**src/rtl/axis_video_crop_pp.sv**
```systemverilog
// AXI4-Stream video cropper: forwards only beats inside a per-frame window,
// measures the incoming frame size and flags misplaced start-of-frame markers.
module axis_video_crop_pp #(
  parameter int PPC   = 2,
  parameter int BPC   = 8,
  parameter int NCH   = 3,
  parameter int DIM_W = 13
) (
  input  logic                   aclk,
  input  logic                   areset,
  input  logic                   enable,
  input  logic [DIM_W-1:0]       crop_x,
  input  logic [DIM_W-1:0]       crop_y,
  input  logic [DIM_W-1:0]       crop_w,
  input  logic [DIM_W-1:0]       crop_h,
  input  logic [PPC*NCH*BPC-1:0] s_tdata,
  input  logic                   s_tvalid,
  input  logic                   s_tuser,
  input  logic                   s_tlast,
  output logic                   s_tready,
  output logic [PPC*NCH*BPC-1:0] m_tdata,
  output logic                   m_tvalid,
  output logic                   m_tuser,
  output logic                   m_tlast,
  input  logic                   m_tready,
  output logic [DIM_W-1:0]       meas_w,
  output logic [DIM_W-1:0]       meas_h,
  output logic                   frame_done,
  output logic                   err_sof
);

  typedef enum logic [1:0] {IDLE, WAIT_SOF, IN_FRAME} state_t;

  localparam logic [DIM_W-1:0] ALIGN = ~DIM_W'(PPC - 1);

  state_t           state, state_nxt;
  logic [DIM_W-1:0] x, y, wx, wy, ww, wh;
  logic             first_pend;

  logic             acc, sof, out_free, sof_start, sof_good, sof_bad, live;
  logic             hit, fwd_last, first_now;
  logic [DIM_W-1:0] bx, by, cx, cy, cw, ch;
  logic [DIM_W:0]   x_end, y_end, bx_next;

  function automatic logic [DIM_W-1:0] sat(input logic [DIM_W:0] v);
    return v[DIM_W] ? '1 : v[DIM_W-1:0];
  endfunction

  assign out_free = !m_tvalid || m_tready;
  assign s_tready = (state == IDLE) ? 1'b1 : out_free;
  assign acc      = s_tvalid && s_tready;
  assign sof      = acc && s_tuser;

  // A SOF beat both opens the frame and is pixel (0,0) of it, using the live window.
  assign sof_start = sof && enable && (state != IDLE);
  assign sof_good  = sof && (state == IN_FRAME) && (x == '0) && (y != '0);
  assign sof_bad   = sof && (state == IN_FRAME) && !((x == '0) && (y != '0));
  assign live      = sof_start || (acc && !s_tuser && (state == IN_FRAME));

  assign bx = sof_start ? '0 : x;
  assign by = sof_start ? '0 : y;
  assign cx = sof_start ? (crop_x & ALIGN) : wx;
  assign cy = sof_start ? crop_y : wy;
  assign cw = sof_start ? (crop_w & ALIGN) : ww;
  assign ch = sof_start ? crop_h : wh;

  assign x_end     = {1'b0, cx} + {1'b0, cw};
  assign y_end     = {1'b0, cy} + {1'b0, ch};
  assign bx_next   = {1'b0, bx} + (DIM_W+1)'(PPC);
  assign hit       = live && (by >= cy) && ({1'b0, by} < y_end)
                          && (bx >= cx) && ({1'b0, bx} < x_end);
  assign fwd_last  = (bx_next == x_end) || s_tlast;
  assign first_now = sof_start || first_pend;

  always_comb begin
    state_nxt = state;
    case (state)
      IDLE:     if (enable) state_nxt = WAIT_SOF;
      WAIT_SOF: if (sof) state_nxt = enable ? IN_FRAME : IDLE;
      IN_FRAME: if (sof && !enable) state_nxt = IDLE;
      default:  state_nxt = IDLE;
    endcase
  end

  // NOTE: all clocked state uses non-blocking assignments so every register
  // samples the pre-edge values regardless of process ordering.
  always_ff @(posedge aclk or posedge areset) begin
    if (areset) state <= IDLE;
    else        state <= state_nxt;
  end

  always_ff @(posedge aclk or posedge areset) begin
    if (areset) begin
      x          <= '0;
      y          <= '0;
      wx         <= '0;
      wy         <= '0;
      ww         <= '0;
      wh         <= '0;
      first_pend <= 1'b0;
      meas_w     <= '0;
      meas_h     <= '0;
      frame_done <= 1'b0;
      err_sof    <= 1'b0;
      m_tvalid   <= 1'b0;
      m_tuser    <= 1'b0;
      m_tlast    <= 1'b0;
      m_tdata    <= '0;
    end else begin
      frame_done <= 1'b0;
      if (sof_good) begin
        meas_h     <= y;
        frame_done <= 1'b1;
      end
      if (sof_bad) err_sof <= 1'b1;

      if (sof_start) begin
        wx         <= cx;
        wy         <= cy;
        ww         <= cw;
        wh         <= ch;
        first_pend <= 1'b1;
      end
      if (hit) first_pend <= 1'b0;

      if (live) begin
        x <= s_tlast ? '0 : sat(bx_next);
        y <= s_tlast ? sat({1'b0, by} + (DIM_W+1)'(1)) : by;
        if (s_tlast && (by == '0)) meas_w <= sat(bx_next);
      end

      // Output slot only reloads when empty or draining, which holds data under stall.
      if (out_free) begin
        m_tvalid <= hit;
        if (hit) begin
          m_tdata <= s_tdata;
          m_tuser <= first_now;
          m_tlast <= fwd_last;
        end
      end
    end
  end

endmodule

```
**config.mk**
```make
export PLATFORM = sky130hd
export DESIGN_NAME = axis_video_crop_pp
export DESIGN_NICKNAME = d
export VERILOG_FILES = /design/src/rtl/axis_video_crop_pp.sv
export SDC_FILE = /design/constraint.sdc
export NUM_CORES = 1
export LEC_CHECK = 0
export BUFFER_PORTS_ARGS = -buffer_cell sky130_fd_sc_hd__buf_2
export CAP_MARGIN = 5
export CELL_PAD_IN_SITES_DETAIL_PLACEMENT = 0
export CELL_PAD_IN_SITES_GLOBAL_PLACEMENT = 1
export CORE_UTILIZATION = 40
export CTS_BUF_LIST = sky130_fd_sc_hd__clkbuf_8
export DETAILED_ROUTE_END_ITERATION = 7
export GPL_TIMING_DRIVEN = 0
export PLACE_DENSITY = 0.77
export SYNTH_ARGS = -nofsm -noshare
export SYNTH_HDL_FRONTEND = slang
export SYNTH_SLANG_ARGS = --single-unit
```
**constraint.sdc**
```tcl
create_clock -name aclk -period 13 [get_ports aclk]
set_input_delay 2.6 -clock aclk [delete_from_list [all_inputs] [get_ports aclk]]
set_output_delay 2.6 -clock aclk [all_outputs]
set_load 0.02 [all_outputs]
```
==> results.sh, run 1 <==
export IMPL_netlist_area_sq_mm=0.0101
export IMPL_cp_required_ns=13.36
export IMPL_synth_compound_area_frac=0.127
export IMPL_mostFrequentLayoutCells="272 x nand2_1, 185 x buf_2, 160 x dfrtp_1"
export IMPL_worst_pin_slew_ns=0.909
export IMPL_fmax_mhz=106
export IMPL_cp_common_cell="nand2_1"
export IMPL_cts_num_sinks=160
export IMPL_ant_nets=0
export IMPL_synth_edff_count=0
export IMPL_p_leak_nw=6.38
export IMPL_startpoint_type="primary input"
export IMPL_yosysTopAreaCell="dfrtp_1"
export IMPL_wl_per_cell_microns=17.5
export IMPL_antenna_cells=0
export IMPL_htreeDepth=4
export IMPL_grt_pass1_wl_microns=45500
export IMPL_finalCritPeriodShare=0.723
export IMPL_grt_remaining_overflow=0
export IMPL_firstDrtPassIters=5
export IMPL_holdBufCountCts=0
export IMPL_place_port_buffers=184
export IMPL_grt_setup_unrepaired="no"
export IMPL_synth_area_mux_share=0.0799
export IMPL_globalplace_congestion=0.857
export IMPL_drv_slew=0
export IMPL_crit_fanout=10
export IMPL_die_h_microns=161
export IMPL_dp_hpwl_microns=22000
export IMPL_fin_worst_skew_ns=0.0248
export IMPL_worstPathArrival_ns=9.75
export IMPL_yosys_area_share_xor_xnor=0.0362
export IMPL_via_count=8685
export IMPL_cp_end_kind="flop"
export IMPL_synth_nets=1291
export IMPL_avgSynthCellArea_sq_um=9.10
export IMPL_crit_type="in -> reg"
export IMPL_netlist_area_leader_share=0.398
export IMPL_initial_core_util=0.411
export IMPL_cts_buffers=17
export IMPL_yosysSeqAreaShare=0.398
export IMPL_ir_worst_vdd_mv=0.0814
export IMPL_crit_slowest_cell="clkbuf_1"
export IMPL_drt_iter0_markers=626
export IMPL_hold_path_class="reg -> reg"
export IMPL_dp_cells=1614
export IMPL_yosys_area_share_adder=0.103
export IMPL_cts_root_buf="clkbuf_8"
export IMPL_slowest_delay_ns=0.70
export IMPL_area_growth_pct=17.8
export IMPL_drc=0
export IMPL_synth_warnings=0
export IMPL_coreArea_sq_mm=0.0245
export IMPL_rows=57
export IMPL_ys_types=72
export IMPL_post_cts_setup_buffers=0
export IMPL_viasPerCell=5.27
export IMPL_fin_setup_tns_ns=0
export IMPL_clkLatencyLatePin_ns=0.48
export IMPL_cts_resized=0
export IMPL_status="complete, no violations"
export IMPL_fin_nets=1496
export IMPL_ys_ff_latch=160
export IMPL_cts_clk_slew_worst_paths_ns=0.12
export IMPL_grt_pass1_vias=8472
export IMPL_cts_tree="done"
export IMPL_cts_max_path_buffers=2
export IMPL_die_area_sq_mm=0.0258
export IMPL_synthArstFlopShare=1.00
export IMPL_fin_crit_ns=9.40
export IMPL_mostFrequentLayoutCell="nand2_1"
export IMPL_grt_use_total=0.226
export IMPL_syn_inst=1105
export IMPL_slew_headroom=0.394
export IMPL_grt_max_degree=110
export IMPL_power_density_mw_per_mm2=188
export IMPL_io_pins=187
export IMPL_synth_top_family_by_area="simple AND/OR/NAND/NOR gates"
export IMPL_antenna_found_initial=0
export IMPL_synthSimpleGateAreaFrac=0.219
export IMPL_drv_cap=0
export IMPL_wl_microns=28800
export IMPL_yosys_most_used_dff="dfrtp_1"
export IMPL_layout_cells_non_filler=1647
export IMPL_drive_gt1_frac=0.217
export IMPL_hold_viol=0
export IMPL_setup_viol=0
export IMPL_ys_top_cells_by_area="dfrtp_1 40%, nand2_1 10%, ha_1 9.6%"
export IMPL_die_width_microns=161
## critical path, delay by kind of cell
kind                     cells  cell delay [ns]
multiplexers                 1             0.32
adder cells (fa/ha/maj)      3             0.98
AND/OR/NAND/NOR              7             1.50
buffers and inverters        5             2.22
XOR/XNOR                     1             0.14
AO/OA/AOI/OAI                9             1.98
## power by group
part,total (W),leakage (nW),internal (W),switching (W)
clock,0.000389,0.210,0.000150,0.000240
sequential,0.000724,2.09,0.000638,0.0000864
combinational,0.00111,4.08,0.000469,0.000645
total,0.00223,6.38,0.00126,0.000971
## flip-flops by register name, summed over array words and instances, names as in the netlist, 2 cells and up
signal,cells
m_tdata,48
meas_h,13
meas_w,13
state,2
wh,13
ww,13
wx,13
wy,13
x,13
y,13
## cell type report
| type | instances | area (sq um) |
|---|---|---|
| multi-input combinational | 859 | 5690 |
| tap | 324 | 405 |
| inverter | 41 | 161 |
| clock buffer | 17 | 234 |
| timing repair buffer | 186 | 953 |
| buffer | 45 | 215 |
| fill | 2407 | 12600 |
| sequential | 160 | 4000 |
| clock inverter | 15 | 186 |
## layer usage
layer / wire length, microns / track usage
met5: 0 / 0
met4: 254 / 0.0498
met1: 14000 / 0.319
met3: 1500 / 0.0341
met2: 13100 / 0.366
## through the flow
step | power, W | area [sq um] | utilization | setup WS [ns] | hold WS [ns]
after CTS | 0.00224 | 11800 | 0.484 | 3.68 | 0.466
final | 0.00223 | 11800 | 0.484 | 3.60 | 0.461
after detailed placement | 0.00184 | 11400 | 0.467 | 3.18 | 0.439
after floorplan | 0.00153 | 10100 | - | 5.27 | 0.439
after global placement | 0.00182 | 11400 | 0.465 | 3.20 | 0.441
after global routing | 0.00240 | 11800 | 0.484 | 3.18 | 0.499
## cell usage after synthesis (10+ instances only)
cell type / n
nor3_1: 18
clkbuf_1: 36
and2_1: 28
xnor2_1: 19
mux2_4: 48
nand4_1: 10
o21ai_0: 42
a31oi_1: 16
nand3_1: 25
nor2_1: 63
dfrtp_1: 160
nand2_1: 272
a21o_1: 13
and3_1: 13
ha_1: 77
inv_1: 40
a21oi_1: 47
xor2_1: 20
## kinds of logic (layout without fill, tap and decap cells)
family / Yosys count / after routing
buffers and inverters: 86 / 304
xor gates and xnor gates: 40 / 40
muxes: 56 / 56
AOI/OAI and AO/OA: 195 / 195
and+or+nand+nor: 486 / 486
adders and majority gates: 82 / 82
DFF: 160 / 160
## final timing paths
path	from	endpoint	slack, ns	cells past startpoint
min reg2reg	err_sof	err_sof	0.46	1
min	err_sof	err_sof	0.46	1
max reg2reg	m_tvalid	m_tdata[5]	5.42	26
max	s_tuser	m_tdata[5]	3.60	26
max in group asynchronous	areset	y[9]	10.04	3
min in group asynchronous	areset	ww[2]	2.11	2
No activity file was read; power rests on OpenSTA's default activity.
==> inputs of run 2 (changes only) <==
==> constraint.sdc (replaced) <==
create_clock -name aclk -period 8.7 [get_ports aclk]
set_input_delay 1.74 -clock aclk [delete_from_list [all_inputs] [get_ports aclk]]
set_output_delay 1.74 -clock aclk [all_outputs]
set_load 0.02 [all_outputs]
==> run 2 against run 1 <==
Design area about the same. Via count is 0.35% lower. Cell count is the same. Clock skew is 0.0012 ns lower. Setup slack lost 3.2 ns. Sequential power is 49% higher. Clock-buffer cell count unchanged. Combinational power rose by 50%. Worst hold slack about the same. Sequential share of layout area barely moved.
==> results.sh, run 2 (synthesis gave the netlist of run 1 again) <==
export IMPL_cts_buffers=17
export IMPL_cp_end_kind="flop"
export IMPL_post_cts_setup_buffers=0
export IMPL_io_pins=187
export IMPL_initial_core_util=0.411
export IMPL_setup_viol=0
export IMPL_fin_setup_tns_ns=0
export IMPL_crit_type="in -> reg"
export IMPL_slew_headroom=0.394
export IMPL_reg2reg_to="m_tdata[5]"
export IMPL_viasPerCell=5.26
export IMPL_hold_path_class="reg -> reg"
export IMPL_crit_fanout=10
export IMPL_ir_worst_vdd_mv=0.122
export IMPL_worstPathArrival_ns=8.63
export IMPL_drt_iter0_markers=624
export IMPL_cts_tree="done"
export IMPL_power_w=0.00333
export IMPL_antenna_cells=0
export IMPL_finalCritPeriodShare=0.950
export IMPL_mostFrequentLayoutCell="nand2_1"
export IMPL_wl_microns=28800
export IMPL_drv_cap=0
export IMPL_die_h_microns=161
export IMPL_wl_per_cell_microns=17.5
export IMPL_place_port_buffers=184
export IMPL_startpoint_type="primary input"
export IMPL_dp_hpwl_microns=22000
export IMPL_cts_root_buf="clkbuf_8"
export IMPL_grt_setup_unrepaired="no"
export IMPL_fin_nets=1496
export IMPL_drc=0
export IMPL_cts_clk_slew_worst_paths_ns=0.12
export IMPL_grt_remaining_overflow=0
export IMPL_layout_cells_non_filler=1647
export IMPL_mostFrequentLayoutCells="272 x nand2_1, 185 x buf_2, 160 x dfrtp_1"
export IMPL_grt_pass1_wl_microns=45500
export IMPL_critPathLaunch="s_tuser"
export IMPL_grt_pass1_vias=8472
export IMPL_htreeDepth=4
export IMPL_fin_crit_ns=8.27
export IMPL_globalplace_congestion=0.857
export IMPL_drv_slew=0
export IMPL_fin_worst_skew_ns=0.0235
export IMPL_grt_max_degree=110
export IMPL_area_growth_pct=17.8
export IMPL_holdBufCountCts=0
export IMPL_status="complete, no violations"
export IMPL_via_count=8655
export IMPL_power_density_mw_per_mm2=281
export IMPL_p_leak_nw=6.38
export IMPL_rows=57
export IMPL_fmax_mhz=121
export IMPL_die_width_microns=161
export IMPL_die_area_sq_mm=0.0258
export IMPL_cp_required_ns=9.06
export IMPL_ant_nets=0
export IMPL_grt_use_total=0.226
export IMPL_worst_pin_slew_ns=0.909
export IMPL_coreArea_sq_mm=0.0245
export IMPL_clkLatencyLatePin_ns=0.48
export IMPL_antenna_found_initial=0
export IMPL_hold_viol=0
export IMPL_dp_cells=1614
export IMPL_top_register="m_tdata"
export IMPL_cts_num_sinks=160
export IMPL_r2r_start="state[0]"
export IMPL_firstDrtPassIters=4
export IMPL_cts_max_path_buffers=2
export IMPL_endpoint="m_tdata[5]"
export IMPL_drive_gt1_frac=0.218
export IMPL_reg2reg_slack_ns=1.11
export IMPL_reg2reg_depth=26
export IMPL_largest_reg_flops=48
run 2: cell count changes in the layout (fill, tap and decap cells not counted):
cell / change
clkbuf_1: -1
clkbuf_2: +1
run 2: how the worst min path moves through the flow:
stage | endpoint | slack [ns] | cells past startpoint | from
floorplan | wh[0] | 0.44 | 2 | wh[0]
global placement | err_sof | 0.44 | 1 | err_sof
detailed placement | err_sof | 0.44 | 1 | err_sof
CTS | err_sof | 0.47 | 1 | err_sof
global route | wy[10] | 0.50 | 2 | wy[10]
finish | err_sof | 0.46 | 1 | err_sof
run 2: what timing repair did:
| item | 4_1_cts | 5_1_grt |
|---|---|---|
| resized for setup | 0 | 2 |
| endpoints found under the setup margin | 0 | 49 |
| endpoints found under the hold margin | 0 | 0 |
run 2: per-layer routing:
metal | vias to the layer above | global-route usage | share of wire
li1 | 4264 | - | -
met1 | 4117 | 0.319 | 0.49
met2 | 252 | 0.366 | 0.45
met3 | 22 | 0.0341 | 0.050
met4 | 0 | 0.0498 | 0.0086
met5 | - | 0 | 0
run 2: where the power goes:
group / total, W / switching, W / internal (W)
logic: 0.00167 / 0.000964 / 0.000701
registers: 0.00108 / 0.000129 / 0.000953
clock network: 0.000582 / 0.000358 / 0.000224
total: 0.00333 / 0.00145 / 0.00188
run 2: critical path, cell delays in order:
cell       delay (ns)
buf_2            0.13
nand3_2          0.26
nor3_4           0.44
clkbuf_1         0.57
buf_1            0.58
clkbuf_2         0.47
nand2_1          0.12
nand2_1          0.15
ha_1             0.25
a21o_1           0.17
maj3_1           0.41
a311oi_1         0.33
a2111oi_2        0.14
o21ai_0          0.17
a21oi_1          0.10
o41ai_1          0.35
xor2_1           0.14
ha_1             0.32
nand2_1          0.08
nor2_1           0.11
o221ai_1         0.10
o21ai_0          0.35
a41oi_2          0.26
nand2_2          0.29
buf_6            0.25
mux2_4           0.32
run 2: stage by stage:
stage / hold slack, ns / setup slack (ns) / instance area, sq um / util
after CTS: 0.466 / 0.242 / 11800 / 0.484
after floorplan: 0.439 / 1.83 / 10100 / -
after global placement: 0.441 / -0.241 / 11400 / 0.465
final: 0.461 / 0.432 / 11800 / 0.484
after detailed placement: 0.439 / -0.264 / 11400 / 0.467
after global routing: 0.499 / 0.0301 / 11800 / 0.484
run 2: final cells by class:
class | count | area (sq um)
Inverter | 41 | 161
Clock inverter | 15 | 186
Timing Repair Buffer | 186 | 953
Multi-Input combinational cell | 859 | 5690
Buffer | 45 | 216
Fill cell | 2407 | 12600
Sequential cell | 160 | 4000
Clock buffer | 17 | 234
Tap cell | 324 | 405
==> inputs of run 3 (changes only) <==
--- a/config.mk
+++ b/config.mk
@@ -9,11 +9,14 @@
 export CAP_MARGIN = 5
 export CELL_PAD_IN_SITES_DETAIL_PLACEMENT = 0
 export CELL_PAD_IN_SITES_GLOBAL_PLACEMENT = 1
+export CORE_MARGIN = 3
 export CORE_UTILIZATION = 40
 export CTS_BUF_LIST = sky130_fd_sc_hd__clkbuf_8
 export DETAILED_ROUTE_END_ITERATION = 7
 export GPL_TIMING_DRIVEN = 0
 export PLACE_DENSITY = 0.77
+export SLEW_MARGIN = 40
 export SYNTH_ARGS = -nofsm -noshare
 export SYNTH_HDL_FRONTEND = slang
 export SYNTH_SLANG_ARGS = --single-unit
+export TNS_END_PERCENT = 20
==> run 3 against run 2 <==
Maximum frequency shrank 1.2%. Global-route usage shrank 1.2 points. Register-to-register slack gained 0.19 ns. First-iteration DRC count shrank 12%. Clock power shrank 1%. Setup slack lost 0.10 ns. Sequential share of layout area shrank 0.14 points. Cell count grew 0.12%. Sequential power is essentially flat. Flip-flop and latch count is the same. Largest cell class unchanged. Highest routed layer is now met5.
==> results.sh, run 3 (synthesis gave the netlist of run 1 again) <==
export IMPL_wl_microns=28700
export IMPL_cts_num_sinks=160
export IMPL_grt_pass1_vias=8521
export IMPL_hold_path_class="reg -> reg"
export IMPL_die_width_microns=165
export IMPL_cts_root_buf="clkbuf_8"
export IMPL_top_register="m_tdata"
export IMPL_ir_worst_vdd_mv=0.141
export IMPL_fmax_mhz=120
export IMPL_mostFrequentLayoutCells="272 x nand2_1, 186 x buf_2, 160 x dfrtp_1"
export IMPL_fin_setup_tns_ns=0
export IMPL_p_clk_frac=0.173
export IMPL_cts_buffers=17
export IMPL_antenna_found_initial=1
export IMPL_finalCritPeriodShare=0.962
export IMPL_hold_viol=0
export IMPL_critPathLaunch="s_tuser"
export IMPL_reg2reg_slack_ns=1.30
export IMPL_antenna_cells=0
export IMPL_holdBufCountCts=0
export IMPL_fillers=2376
export IMPL_power_w=0.00332
export IMPL_switching_share=0.434
export IMPL_crit_slowest_cell="buf_1"
export IMPL_final_util=0.485
export IMPL_drive_gt1_frac=0.221
export IMPL_drt_iter0_markers=548
export IMPL_wl_per_cell_microns=17.4
export IMPL_cts_tree="done"
export IMPL_mostFrequentLayoutCell="nand2_1"
export IMPL_power_switching_w=0.00144
export IMPL_worstPathArrival_ns=8.73
export IMPL_status="complete, no violations"
export IMPL_seq_power_share=0.326
export IMPL_critPathTopFamily="buffers and inverters"
export IMPL_setup_viol=0
export IMPL_via_count=8640
export IMPL_power_density_mw_per_mm2=279
export IMPL_grt_pass1_wl_microns=45600
export IMPL_clkLatencyLatePin_ns=0.48
export IMPL_drv_slew=0
export IMPL_die_h_microns=165
export IMPL_fin_crit_ns=8.37
export IMPL_dp_hpwl_microns=22000
export IMPL_grt_max_degree=67
export IMPL_area_growth_pct=18.3
export IMPL_htreeDepth=4
export IMPL_place_port_buffers=184
export IMPL_cp_required_ns=9.06
export IMPL_reg2reg_depth=26
export IMPL_largest_reg_flops=48
export IMPL_p_leak_nw=6.41
export IMPL_crit_cells=26
export IMPL_cts_max_path_buffers=2
export IMPL_ant_nets=0
export IMPL_cts_clk_slew_worst_paths_ns=0.11
export IMPL_slowest_delay_ns=0.61
export IMPL_reg2reg_to="m_tdata[5]"
export IMPL_drc=0
export IMPL_p_int_w=0.00188
export IMPL_initial_core_util=0.410
export IMPL_worst_pin_slew_ns=0.751
export IMPL_grt_use_total=0.214
export IMPL_crit_fanout=10
export IMPL_cp_common_cell="nand2_1"
export IMPL_cp_end_kind="flop"
export IMPL_hold_slack_ns=0.465
export IMPL_crit_type="in -> reg"
export IMPL_coreArea_sq_mm=0.0245
export IMPL_post_cts_setup_buffers=0
export IMPL_grt_setup_unrepaired="no"
export IMPL_fin_nets=1498
export IMPL_drv_cap=0
export IMPL_comb_power_share=0.501
export IMPL_slew_headroom=0.497
export IMPL_grt_remaining_overflow=0
export IMPL_r2r_start="m_tvalid"
export IMPL_firstDrtPassIters=5
export IMPL_startpoint_type="primary input"
export IMPL_die_area_sq_mm=0.0271
export IMPL_path_buf_inv=5
export IMPL_globalplace_congestion=0.868
export IMPL_io_pins=187
export IMPL_viasPerCell=5.24
export IMPL_rows=57
export IMPL_endpoint="m_tdata[5]"
export IMPL_fin_worst_skew_ns=0.0214
==> run 3: changes by cell type in the layout (fill, tap and decap cells not counted), sizes merged <==
cell    change
buf         +3
inv         -2
clkbuf      -1
clkinv      +2
==> run 3: routing by layer <==
layer / routed length [microns] / global-route usage
met3: 2030 / 0.0492
met2: 13000 / 0.343
met1: 13100 / 0.293
met5: 13 / 0
met4: 601 / 0.0587
==> run 3: worst min path at each step <==
stage,startpoint,endpoint,slack (ns),depth (start not counted)
after floorplan,wh[0],wh[0],0.44,2
after global placement,err_sof,err_sof,0.44,1
after detailed placement,err_sof,err_sof,0.44,1
after CTS,err_sof,err_sof,0.47,1
after global routing,wx[11],wx[11],0.50,2
final,err_sof,err_sof,0.47,1
==> run 3: power groups by stage <==
stage	combinational [W]	sequential, W	clock [W]
floorplan	0.00106	0.00122	0
global placement	0.00163	0.00108	0
detailed placement	0.00165	0.00110	0
CTS	0.00167	0.00108	0.000594
global route	0.00187	0.00111	0.000627
finish	0.00166	0.00108	0.000574
==> run 3: what timing repair did <==
item | CTS | global route
hold endpoints to repair | 0 | 0
endpoints found under the setup margin | 0 | 50
gates resized for setup | 0 | 4
==> run 3: area by class of cell <==
class,instances,area (sq um),area share
multi-input cells,859,5690,0.478
clock inverters,15,189,0.0159
clock buffers,17,234,0.0197
inverters,41,161,0.0136
repair buffers,188,992,0.0834
flip-flops and latches,160,4000,0.337
well taps,324,405,0.0341
plain buffers,45,219,0.0184
==> run 3: per-stage QoR <==
stage                     area (sq um)  setup WS, ns  std cells
after floorplan                  10100          1.83       1105
after global placement           11400        -0.319       1613
after detailed placement         11500        -0.327       1616
after CTS                        11900         0.155       1648
after global routing             11900        0.0184       1649
final                            11900         0.332       1649
